$ cat config.mk
export PLATFORM = sky130hd
export DESIGN_NAME = eoi_rotation_controller
export DESIGN_NICKNAME = d
export VERILOG_FILES = /design/src/rtl/pic_pkg.sv /design/src/rtl/priority_rotate_resolver.sv /design/src/rtl/eoi_rotation_controller.sv
export SDC_FILE = /design/constraint.sdc
export NUM_CORES = 1
export LEC_CHECK = 0
export CAP_MARGIN = 20
export CELL_PAD_IN_SITES_DETAIL_PLACEMENT = 1
export CELL_PAD_IN_SITES_GLOBAL_PLACEMENT = 1
export CORE_ASPECT_RATIO = 0.75
export CORE_MARGIN = 2
export CORE_UTILIZATION = 37
export DETAILED_ROUTE_END_ITERATION = 10
export GPL_ROUTABILITY_DRIVEN = 0
export HOLD_SLACK_MARGIN = 0.06
export PLACE_DENSITY_LB_ADDON = 0.2
export SETUP_SLACK_MARGIN = 0.4
export SYNTH_ARGS = -nofsm -noshare
export SYNTH_HDL_FRONTEND = slang
export SYNTH_SLANG_ARGS = --single-unit
$ cat constraint.sdc
create_clock -name clock -period 4.4 [get_ports clock]
set_input_delay 0.88 -clock clock [delete_from_list [all_inputs] [get_ports clock]]
set_output_delay 0.88 -clock clock [all_outputs]
set_load 0.03 [all_outputs]
$ cat src/rtl/pic_pkg.sv
// Shared interrupt-controller definitions: OCW2 command encodings and
// one-hot/index helpers sized for the largest supported level count.
package pic_pkg;

  localparam int MAX_LEVELS  = 64;
  localparam int MAX_LEVEL_W = 6;

  typedef enum logic [2:0] {
    OCW2_CLEAR_ROTATE   = 3'b000,
    OCW2_NONSPEC_EOI    = 3'b001,
    OCW2_NOP            = 3'b010,
    OCW2_SPEC_EOI       = 3'b011,
    OCW2_SET_ROTATE     = 3'b100,
    OCW2_ROTATE_NONSPEC = 3'b101,
    OCW2_SET_PRIORITY   = 3'b110,
    OCW2_ROTATE_SPEC    = 3'b111
  } ocw2_cmd_e;

  // Index of the lowest set bit; 0 when the vector is empty.
  function automatic logic [MAX_LEVEL_W-1:0] lowest_index(input logic [MAX_LEVELS-1:0] vec);
    lowest_index = '0;
    for (int i = MAX_LEVELS - 1; i >= 0; i--) begin
      if (vec[i]) lowest_index = MAX_LEVEL_W'(i);
    end
  endfunction

  function automatic logic [MAX_LEVELS-1:0] index_to_onehot(input logic [MAX_LEVEL_W-1:0] idx);
    index_to_onehot = MAX_LEVELS'(1) << idx;
  endfunction

endpackage

$ cat src/rtl/priority_rotate_resolver.sv
// Picks the highest-priority request under rotating priority: level
// lowest_level+1 wins first, ascending with wrap, lowest_level last.
module priority_rotate_resolver #(
  parameter int NUM_LEVELS = 8,
  parameter int LEVEL_W    = $clog2(NUM_LEVELS)
) (
  input  logic [NUM_LEVELS-1:0] request,
  input  logic [LEVEL_W-1:0]    lowest_level,
  output logic [NUM_LEVELS-1:0] grant
);

  logic [NUM_LEVELS-1:0] rotated;
  logic [NUM_LEVELS-1:0] rot_grant;
  logic [LEVEL_W-1:0]    src_idx;

  // Index wrap comes for free from the LEVEL_W-bit truncation (power-of-two levels).
  always_comb begin
    rotated = '0;
    grant   = '0;
    src_idx = '0;
    for (int i = 0; i < NUM_LEVELS; i++) begin
      src_idx    = LEVEL_W'(i) + lowest_level + LEVEL_W'(1);
      rotated[i] = request[src_idx];
    end
    rot_grant = rotated & (~rotated + NUM_LEVELS'(1));
    for (int i = 0; i < NUM_LEVELS; i++) begin
      src_idx        = LEVEL_W'(i) + lowest_level + LEVEL_W'(1);
      grant[src_idx] = rot_grant[i];
    end
  end

endmodule

$ cat src/rtl/eoi_rotation_controller.sv
// In-service register, EOI handling and priority rotation for an
// 8259-style interrupt controller.
module eoi_rotation_controller
  import pic_pkg::*;
#(
  parameter int NUM_LEVELS = 8,
  parameter int LEVEL_W    = $clog2(NUM_LEVELS)
) (
  input  logic                  clock,
  input  logic                  reset_n,
  input  logic                  write_initial_command_word_1,
  input  logic                  auto_eoi_config,
  input  logic                  acknowledge_start,
  input  logic                  end_of_acknowledge_sequence,
  input  logic [NUM_LEVELS-1:0] acknowledge_interrupt,
  input  logic                  write_operation_control_word_2,
  input  logic [2:0]            ocw2_command,
  input  logic [LEVEL_W-1:0]    ocw2_level,
  output logic [NUM_LEVELS-1:0] in_service,
  output logic [NUM_LEVELS-1:0] highest_level_in_service,
  output logic [NUM_LEVELS-1:0] end_of_interrupt,
  output logic [LEVEL_W-1:0]    priority_rotate,
  output logic                  auto_rotate_mode,
  output logic                  eoi_error
);

  logic [NUM_LEVELS-1:0] isr_q, isr_d;
  logic [NUM_LEVELS-1:0] eoi_q, eoi_d;
  logic [LEVEL_W-1:0]    pr_q, pr_d;
  logic                  arm_q, arm_d;
  logic                  err_q, err_d;

  logic [NUM_LEVELS-1:0] hlis;
  logic [NUM_LEVELS-1:0] spec_mask;
  logic [NUM_LEVELS-1:0] clear_mask;
  logic [NUM_LEVELS-1:0] set_mask;
  logic                  aeoi_clear;
  logic                  ocw2_valid;

  priority_rotate_resolver #(
    .NUM_LEVELS (NUM_LEVELS),
    .LEVEL_W    (LEVEL_W)
  ) u_resolver (
    .request      (isr_q),
    .lowest_level (pr_q),
    .grant        (hlis)
  );

  always_comb begin
    aeoi_clear = end_of_acknowledge_sequence & auto_eoi_config & ~write_initial_command_word_1;
    ocw2_valid = write_operation_control_word_2 & ~write_initial_command_word_1 & ~aeoi_clear;
    spec_mask  = NUM_LEVELS'(index_to_onehot(MAX_LEVEL_W'(ocw2_level)));
    clear_mask = '0;
    set_mask   = '0;
    pr_d       = pr_q;
    arm_d      = arm_q;
    err_d      = 1'b0;

    if (write_initial_command_word_1) begin
      clear_mask = '1;
      pr_d       = LEVEL_W'(NUM_LEVELS - 1);
      arm_d      = 1'b0;
    end else begin
      if (acknowledge_start) set_mask = acknowledge_interrupt;
      if (aeoi_clear) begin
        clear_mask = acknowledge_interrupt & isr_q;
        if (arm_q && |acknowledge_interrupt)
          pr_d = LEVEL_W'(lowest_index(MAX_LEVELS'(acknowledge_interrupt)));
      end else if (ocw2_valid) begin
        case (ocw2_cmd_e'(ocw2_command))
          OCW2_NONSPEC_EOI, OCW2_ROTATE_NONSPEC: clear_mask = hlis;
          OCW2_SPEC_EOI, OCW2_ROTATE_SPEC:       clear_mask = spec_mask & isr_q;
          OCW2_SET_PRIORITY:                     pr_d = ocw2_level;
          OCW2_SET_ROTATE:                       arm_d = 1'b1;
          OCW2_CLEAR_ROTATE:                     arm_d = 1'b0;
          default: ;
        endcase
        // Bit 0 marks every EOI-type command; bit 2 marks the rotating ones.
        if (ocw2_command[0]) begin
          if (clear_mask == '0)
            err_d = 1'b1;
          else if (ocw2_command[2])
            pr_d = LEVEL_W'(lowest_index(MAX_LEVELS'(clear_mask)));
        end
      end
    end

    isr_d = (isr_q & ~clear_mask) | set_mask;
    eoi_d = write_initial_command_word_1 ? '1 : (isr_q & clear_mask);
  end

  always_ff @(posedge clock or negedge reset_n) begin
    if (!reset_n) begin
      isr_q <= '0;
      eoi_q <= '0;
      pr_q  <= LEVEL_W'(NUM_LEVELS - 1);
      arm_q <= 1'b0;
      err_q <= 1'b0;
    end else begin
      isr_q <= isr_d;
      eoi_q <= eoi_d;
      pr_q  <= pr_d;
      arm_q <= arm_d;
      err_q <= err_d;
    end
  end

  assign in_service               = isr_q;
  assign highest_level_in_service = hlis;
  assign end_of_interrupt         = eoi_q;
  assign priority_rotate          = pr_q;
  assign auto_rotate_mode         = arm_q;
  assign eoi_error                = err_q;

endmodule
=== Word-level counts from Yosys, hierarchy flattened ===
Cells that the tools add are included.
W data, S select, Z words.

* Add/subtract/negate cells: 15
* $mul: 0
* Div/mod/pow operators: 0
* Magnitude comparators: 16
* Equality and inequality tests: 8
* Shifts and indexed selects: 1
* Mux-type cells: 82
* Bitwise operators: 15
* Reductions and logical operators: 19

{| class="wikitable"
|+ Operators with widths
! cell !! number
|-
| $mux W3 || 24
|-
| $mux W8 || 9
|-
| $bwmux W8 || 7
|-
| $and A8 B8 Y8 || 6
|-
| $lt A3 B4 Y1 const B || 8
|-
| $bmux W1 S3 || 8
|-
| $demux W1 S3 || 8
|-
| $ge A3 B1 Y1 const B || 8
|-
| $mux W1 || 24
|-
| $add A3 B1 Y3 const B || 7
|-
| $not A8 Y8 || 2
|-
| $pmux W8 S2 || 1
|-
| $add A3 B3 Y3 const A || 4
|-
| $eq A3 B3 Y1 const B || 4
|-
| $logic_and A1 B1 Y1 || 9
|-
| $add A8 B1 Y8 const B || 1
|-
| $logic_not A8 Y1 || 1
|-
| $or A8 B8 Y8 || 1
|-
| $reduce_or A8 Y1 || 1
|-
| $shl A1 B3 Y8 const A || 1
|-
| $add A2 B3 Y3 const A || 2
|-
| $reduce_bool A3 Y1 || 2
|-
| $and A1 B1 Y1 || 4
|-
| $reduce_or A2 Y1 || 2
|-
| 11 further kinds || 12
|}

* Register bits after elaboration: 21
* Bits in latches: 0
* Memory bits (writable): 0
* Bits in read-only memories: 0
* Bits of input ports: 21
* Output and inout port bits: 29
* Word-level logic and storage cells: 161
* Memories: 0

=== Longest topological paths before layout ===
Gate-level depths: netlist of the first run.

* Depth in word-level cells: 33
* Gate-level depth with buffers: 20
* Depth with buffers taken out: 13

=== Hierarchy ===
Synthesis of the first run repeated with hierarchy kept, for this count alone.

* Cell total of the unflattened synthesis: 386
* Area total of the unflattened synthesis: 3265.6 sq um

{| class="wikitable"
|+ By module, submodules not included
! module !! instances !! cells each !! area an instance (sq um) !! seq. area each (sq um)
|-
| priority_rotate_resolver || 1 || 212 || 1722.9 || 0.0
|-
| eoi_rotation_controller || 1 || 174 || 1542.7 || 529.3
|}

=== Least setup slack after synthesis of the first run ===
No wires, ideal clock.

* Path kind: register to output
* Start: reg pr_q[0] (netlist: priority_rotate[0])
* End: out highest_level_in_service[3]
* Data arrival time: 4.022 ns
* Required time: 3.520 ns
* Path slack: -0.502 ns
* Cell stages (with the launch flop): 13
* Path buffers: 5
* Cell sequence: dfstp_2 > buf_2 > inv_1 > clkbuf_1 > ha_1 > buf_6 > buf_6 > mux2_4 > mux4_2 > a31oi_4 > buf_6 > nand3b_2 > o21ai_0

* Longest elaborated chain between the ends: 14
* Elaborated cells on any way between the ends: 81
* Classes of those cells: 15 x add/sub; 16 x order compare; 39 x mux; 3 x bitwise; 8 x reduce/logical

{| class="wikitable"
|+ Ends and longest elaborated chain
! element !! RTL line !! RTL
|-
| from (decl) || eoi_rotation_controller.sv:29 || <nowiki>logic [LEVEL_W-1:0] pr_q, pr_d;</nowiki>
|-
| from (signal assigned) || eoi_rotation_controller.sv:96 || <nowiki>pr_q <= LEVEL_W'(NUM_LEVELS - 1);</nowiki>
|-
| from (signal assigned) || eoi_rotation_controller.sv:102 || <nowiki>pr_q <= pr_d;</nowiki>
|-
| $add A1 B3 Y3 || priority_rotate_resolver.sv:22, priority_rotate_resolver.sv:27 ||
|-
| $add A3 B1 Y3 / $bmux W1 S3 (equally long branches) || priority_rotate_resolver.sv:22, priority_rotate_resolver.sv:27, priority_rotate_resolver.sv:23 ||
|-
| $bmux W1 S3 / $mux W1 (equally long branches) || priority_rotate_resolver.sv:23 || <nowiki>rotated[i] = request[src_idx];</nowiki>
|-
| $mux W1 (implied by the code) / $not A8 Y8 (equally long branches) || priority_rotate_resolver.sv:23, priority_rotate_resolver.sv:25 ||
|-
| $not A8 Y8 / $add A8 B1 Y8 (equally long branches) || priority_rotate_resolver.sv:25 || <nowiki>rot_grant = rotated & (~rotated + NUM_LEVELS'(1));</nowiki>
|-
| $add A8 B1 Y8 / $and A8 B8 Y8 (equally long branches) || priority_rotate_resolver.sv:25 ||
|-
| $and A8 B8 Y8 (on tied branches) || - ||
|-
| $bwmux W8 (6 in a row) || priority_rotate_resolver.sv:28 || <nowiki>grant[src_idx] = rot_grant[i];</nowiki>
|-
| $bwmux W8 * || priority_rotate_resolver.sv:28 ||
|-
| to (decl) || eoi_rotation_controller.sv:20 || <nowiki>output logic [NUM_LEVELS-1:0] highest_level_in_service,</nowiki>
|}

Every way passes the cells marked *; elsewhere a longest branch is shown, timed or not. The select of a mux whose other input is x is not followed.

=== Worst setup path in the final report of the first run ===
* Start: reg pr_q[0] (netlist: priority_rotate[0])
* End: out highest_level_in_service[6]

The elaborated chain is that of the path after synthesis.

==> impl_results.md, run 1 <==
- Grt peak-use layer: met2
- Capturing point of the worst reg2reg path: priority_rotate[1]$_DFFE_PN1P_
- Hold crit path type: reg -> reg
- Antenna diodes: 0
- Starting Density: around 40%
- Share of cells above drive strength 1: between 30 and 40%
- CP Data Required Time: ~3.5 ns
- Reg2reg setup slack: 0.11 ns
- Post-synth top area cell: dfrtp_1
- Clk Latency, worst-skew pair: 0.25 ns
- Post-Syn Instances: 427
- PD cells: between 900 and 1000 mW/mm²
- Worst-margin pin slew: a little over 0.7 ns
- WL/cell: 25.91 µm
- Average size of a mapped cell: ~8 µm²
- RR Startpoint: priority_rotate[0]$_DFFE_PN1P_
- Post-synthesis cell area: between 0.003 and 0.004 mm²
- RSZ-0062 raised after global routing: true
- Total Power: between 4 and 5 mW
- Commonest cells after routing, fill and taps aside: 57 x buf_4, 50 x nand2_1, 42 x nor2_1
- GRT Util Overall: 32.57%
- Crit Path Category: reg -> out
- Via count: around 4.3k
- Hold Path End: end_of_interrupt[5]$_DFF_PN0_
- Ports: 50
- Total negative slack: -0.02591 ns
- Final min period: ~4.4 ns
- Maxcap violations: 0
- Max-Slew Margin vs Limit: about 52%
- CTS tree: done
- Top cells by area, synth: dfrtp_1 13%, mux4_2 8.8%, nand2_1 5.6%
- CP startpoint kind: flip-flop
- CTS Buf Count: 3
- Slew Viols, Final: 0
- M1 GR Usage: ~47%
- ANT nets after route: 0
- Final wirelength: 16430 µm
- Worst EP arrival: between 3 and 4 ns
- Final HPWL DP: between 10000 and 15000 µm
- Status: finished, violations left
- Synth Register Bits: 21
- Antenna violations before repair: 0
- Synth-to-layout area growth: 47.98%
- Root buffer cell: clkbuf_16
- Worst reg-to-reg path cell count: 17
- Vias in the first global route: 4236
- Vias/cell: about 6.7
- Setup violators final: 1
- Initial DRT Pass Iterations: 5
- Die W: around 110 µm
- Area of the multi-input gates: 0.002919 mm²
- Yosys Warn Count: 0
- Clk_skew: between 0.0015 and 0.002 ns
- Number of synthesized flops with an enable pin: 0
- Crit Path Max Fanout: 8
- Max frequency: roughly 230 MHz
- Worst setup margin: -0.02591 ns
- Syn Nets: roughly 460
- Core Region: 0.008600 mm²
- Register Area: approximately 530 µm²
- Clock Path Buffers: 2
- Global Route met3 Usage: roughly 6.5%
- Layout Nets: 555
- Pin count of the biggest net entering global routing: 41
- Die height: about 86 µm
- Final worst-path cycle share: 100.6%
- Seq/Total Area, Yosys: between 15 and 20%
- Initial drt markers: around 520
- First-pass GRT wire length: approximately 25000 µm
- Hold-fix buffers, CTS: 0
- Async set-or-reset flop fraction in the synthesized netlist: between 90% and 100%
- Violated checks: negative setup slack
- Clk sink count: 21
- Number of cell rows: 29
- Worst Setup End Kind: primary output
- Drc violations: 0
- Hold depth: 1
- Buffers on Ports: 49
- Routing usage on met2: 51.55%
- H-tree depth: 1
- Final core occ: a little under three fifths
- Leakage: between 1.5 and 2 nW
- VDD IR-drop max: 566.7 µV
- Die area: 0.009813 mm²
- HP Start: in_service[5]$_DFF_PN0_
- Main synth FF type: dfrtp_1
- GRT overflow: 0
- Library cells used by synthesis: 81
- Post-synth top area share: between 10% and 20%
- Final Hold Violating Endpoints: 0
- Commonest non-fill, non-tap cell in the layout: buf_4
- Fill count: between 1k and 1.5k
- Clock Pin Slew Worst Setup and Hold Paths: 0.06 ns
-- worst max-delay path by stage --
stage                                    from                              to  cells past startpoint
5_1_grt        priority_rotate[0]$_DFFE_PN1P_     highest_level_in_service[3]                     13
6_report       priority_rotate[0]$_DFFE_PN1P_     highest_level_in_service[6]                     13
2_1_floorplan  priority_rotate[0]$_DFFE_PN1P_     highest_level_in_service[7]                     14
4_1_cts        priority_rotate[0]$_DFFE_PN1P_     highest_level_in_service[7]                     12
3_5_place_dp   priority_rotate[0]$_DFFE_PN1P_  priority_rotate[0]$_DFFE_PN1P_                     16
3_3_place_gp   priority_rotate[0]$_DFFE_PN1P_  priority_rotate[0]$_DFFE_PN1P_                     16
-- final cells by class --
cell class	count	area share, %
multi-input combinational	356	59.05
clock inverter	1	0.1012
clock buffer	3	1.519
inverter	19	1.569
timing repair buffer	126	24.32
tap	108	2.733
sequential	21	10.71
-- kinds of logic (layout without fill, tap and decap cells) --
family                     after synthesis  in the layout  synth area share [%]
buffers and inverters                   50            149                 7.079
and+or+nand+nor                        168            168                 24.83
muxes                                   31             31                 14.83
xor gates and xnor gates                 5              5                 2.323
AOI/OAI and AO/OA                      145            145                 32.47
DFF                                     21             21                 15.84
adders and majority gates                7              7                 2.622
-- Yosys cell counts (3+ instances only) --
cell	instances
o21ai_1	4
nand3_1	19
a21oi_1	18
clkbuf_1	16
buf_6	5
ha_1	7
o31ai_1	11
buf_1	3
and2_1	4
mux2i_1	9
mux2_4	3
o211ai_1	7
nand4_1	9
o41ai_1	3
o21ai_0	25
o21bai_1	3
a32oi_1	3
a211oi_1	4
mux2_2	5
mux4_2	13
a21o_1	8
dfstp_2	3
a22o_1	3
nand2_1	50
inv_1	19
dfrtp_1	18
nand2b_1	5
nor3_1	12
nor4_1	5
a22oi_1	3
a31oi_1	17
buf_2	6
o2111ai_1	3
nor2b_1	4
nor2_1	44
-- sequential cells by signal, summed over array words and instances (netlist names) --
signal	flops
auto_rotate_mode	1
end_of_interrupt	8
eoi_error	1
in_service	8
priority_rotate	3
-- stage by stage --
stage	hold slack [ns]	worst slack [ns]	area, µm²	cells
6_report	0.5631	-0.02591	4943	634
5_1_grt	0.5705	-0.08256	4943	634
4_1_cts	0.5572	0.08597	4705	620
3_5_place_dp	0.5473	0.05088	4143	586
3_3_place_gp	0.5256	0.06547	4143	586
2_1_floorplan	0.5844	-0.1401	3475	427
-- power breakdown --
group | switching, mW | total, mW | internal [mW]
registers | 0.0304 | 0.255 | 0.225
logic | 2.39 | 4.34 | 1.96
clock network | 0.0761 | 0.198 | 0.122
-- routing by layer --
metal / vias to the layer above / wire length [µm]
li1: 1841 / -
met1: 2099 / 6981
met2: 287 / 7462
met3: 38 / 1605
met4: 0 / 380
met5: - / 0
-- critical path, stage by stage, from the launching register on --
cell and delay [ns]:
dfstp_2 0.56, clkinvlp_4 0.11, ha_4 0.35, buf_6 0.12, mux2_4 0.30, mux4_2 0.52
a31oi_4 0.22, buf_4 0.14, buf_4 0.10, a32oi_1 0.12, o31ai_2 0.33, a31oi_2 0.19
inv_2 0.10, buf_6 0.13
-- timing repair --
item / in CTS / in global routing
resized for setup: 52 / 22
buffers inserted: 29 / 13
setup endpoints to repair: 12 / 14
pin swaps: 19 / 21
gates cloned: 1 / 0
(Power assumes the default switching activity.)
==> inputs of run 2 (changes only) <==
Settings changed: CORE_UTILIZATION 37 to 35.
==> run 2 against run 1 <==
Effect of this change: the run now ends clean; highest routed layer unchanged; global-route usage fell by 2.7 points; critical endpoint unchanged; clock power barely moved; final area rose by 2.5%; critical path type unchanged; largest cell class unchanged; sequential share of layout area fell by 0.26 points; cell count rose by 2.1%; wire length fell by 3.4%.
==> impl_results.md, run 2 (synthesized netlist as in run 1, its figures left out) <==
- Crit Path Max Fanout: 6
- RR Startpoint: priority_rotate[0]$_DFFE_PN1P_
- Root buffer cell: clkbuf_16
- CTS tree: done
- HP Start: auto_rotate_mode$_DFFE_PN0P_
- Setup violators final: 0
- Max-Slew Margin vs Limit: between 50% and 60%
- ANT nets after route: 0
- Commonest non-fill, non-tap cell in the layout: buf_4
- Clk Latency, worst-skew pair: ~0.26 ns
- Die W: ~120 µm
- Worst Setup End Kind: primary output
- Initial DRT Pass Iterations: 4
- Share of cells above drive strength 1: between 30 and 40%
- Layout Nets: 548
- Worst-margin pin slew: ~0.7 ns
- CP startpoint kind: flip-flop
- Number of cell rows: 30
- Via count: between 4k and 5k
- Starting Density: a little over a third
- Clk sink count: 21
- Worst EP arrival: ~3.5 ns
- Hold crit path type: reg -> reg
- Final worst-path cycle share: between 90% and 100%
- Ports: 50
- Die height: around 89 µm
- Clock Pin Slew Worst Setup and Hold Paths: around 0.060 ns
- Commonest cells after routing, fill and taps aside: 51 x buf_4, 49 x nand2_1, 41 x clkdlybuf4s50_1
- Hold depth: 2
- Die area: slightly above 0.01 mm²
- Crit Path Category: reg -> out
- WHS: 0.6091 ns
- Final wirelength: about 16000 µm
- GRT Util Overall: between 20% and 30%
- PD cells: 932.9 mW/mm²
- Clk_skew: a little over 0.006 ns
- Buffers on Ports: 49
- CTS Buf Count: 3
- Status: finished clean
- WL/cell: approximately 25 µm
- CP Data Required Time: 3.52 ns
- Final HPWL DP: approximately 11000 µm
- Max frequency: between 200 and 250 MHz
- Worst reg-to-reg path cell count: 16
- Vias/cell: 6.471
- First-pass GRT wire length: between 20000 and 25000 µm
- Clock Path Buffers: 2
- Critical path origin: priority_rotate[0]$_DFFE_PN1P_
- Post-Place Worst Slack: approximately 0.21 ns
- Core Region: ~0.0092 mm²
- Final Hold Violating Endpoints: 0
- Antenna violations before repair: 0
- Vias in the first global route: between 4k and 5k
- Leakage: between 1.5 and 2 nW
- Initial drt markers: 374
- Drc violations: 0
- H-tree depth: 1
- GRT overflow: 0
- Pin count of the biggest net entering global routing: 26
- Slew Viols, Final: 0
- Maxcap violations: 0
- Synth-to-layout area growth: 51.72%
- Final min period: 4.337 ns
- RSZ-0062 raised after global routing: true
- Hold-fix buffers, CTS: 0
- Antenna diodes: 0
- Worst setup margin: 0.06292 ns
- VDD IR-drop max: about 450 µV
-- run 2: final cells by class --
type	count	area (µm²)
Timing Repair Buffer	119	1160
Sequential cell	21	529.3
Clock inverter	1	5.005
Multi-Input combinational cell	356	3062
Clock buffer	3	75.07
Fill cell	1098	4090
Inverter	19	77.57
Tap cell	128	160.2
-- run 2: metrics by stage --
step / instances / power [mW] / setup TNS, ns / utilization, % / instance area [µm²]
4_1_cts: 629 / 4.028 / 0 / 50.14 / 4592
6_report: 647 / 4.728 / 0 / 55.34 / 5069
3_5_place_dp: 604 / 3.266 / 0 / 45.48 / 4165
3_3_place_gp: 604 / 3.214 / 0 / 45.48 / 4165
5_1_grt: 647 / 4.924 / -0.08299 / 55.34 / 5069
2_1_floorplan: 427 / 2.419 / -0.4111 / - / 3475
-- run 2: where the power goes --
group / switching (mW) / leakage [nW] / internal, mW / total [mW]
registers: 0.0427 / 0.256 / 0.225 / 0.267
clock network: 0.0762 / 0.0409 / 0.122 / 0.199
logic: 2.37 / 1.64 / 1.89 / 4.26
-- run 2: repair_timing --
item / CTS / global route
setup buffers: 21 / 17
pin swaps: 10 / 30
setup endpoints to repair: 8 / 13
gates resized for setup: 34 / 57
-- run 2: critical path, stage by stage (launching register included) --
cell and delay [ns]:
dfstp_2 0.56, clkinvlp_4 0.11, ha_4 0.32, buf_8 0.14, mux4_2 0.56, nor3_1 0.22, a21oi_2 0.12, o41ai_2 0.34
a32oi_2 0.13, o31ai_4 0.34, a31oi_2 0.15, inv_2 0.08, buf_6 0.12
-- run 2: worst paths after layout --
kind / endpoint / slack, ns
setup / recovery: highest_level_in_service[6] / 0.06
hold / removal: auto_rotate_mode$_DFFE_PN0P_ / 0.61
setup reg to reg: eoi_error$_DFF_PN0_ / 0.34
hold reg to reg: auto_rotate_mode$_DFFE_PN0P_ / 0.61
max in group asynchronous: priority_rotate[1]$_DFFE_PN1P_ / 3.05
min in group asynchronous: auto_rotate_mode$_DFFE_PN0P_ / 0.87
-- run 2: layer usage --
layer | part of all wire [%] | vias up | global-route usage, %
met3 | 7.1 | 30 | 5.822
met2 | 46 | 183 | 45.98
met1 | 45 | 2150 | 43.77
met5 | 0 | - | 0
li1 | - | 1824 | -
met4 | 2.0 | 0 | 5.989
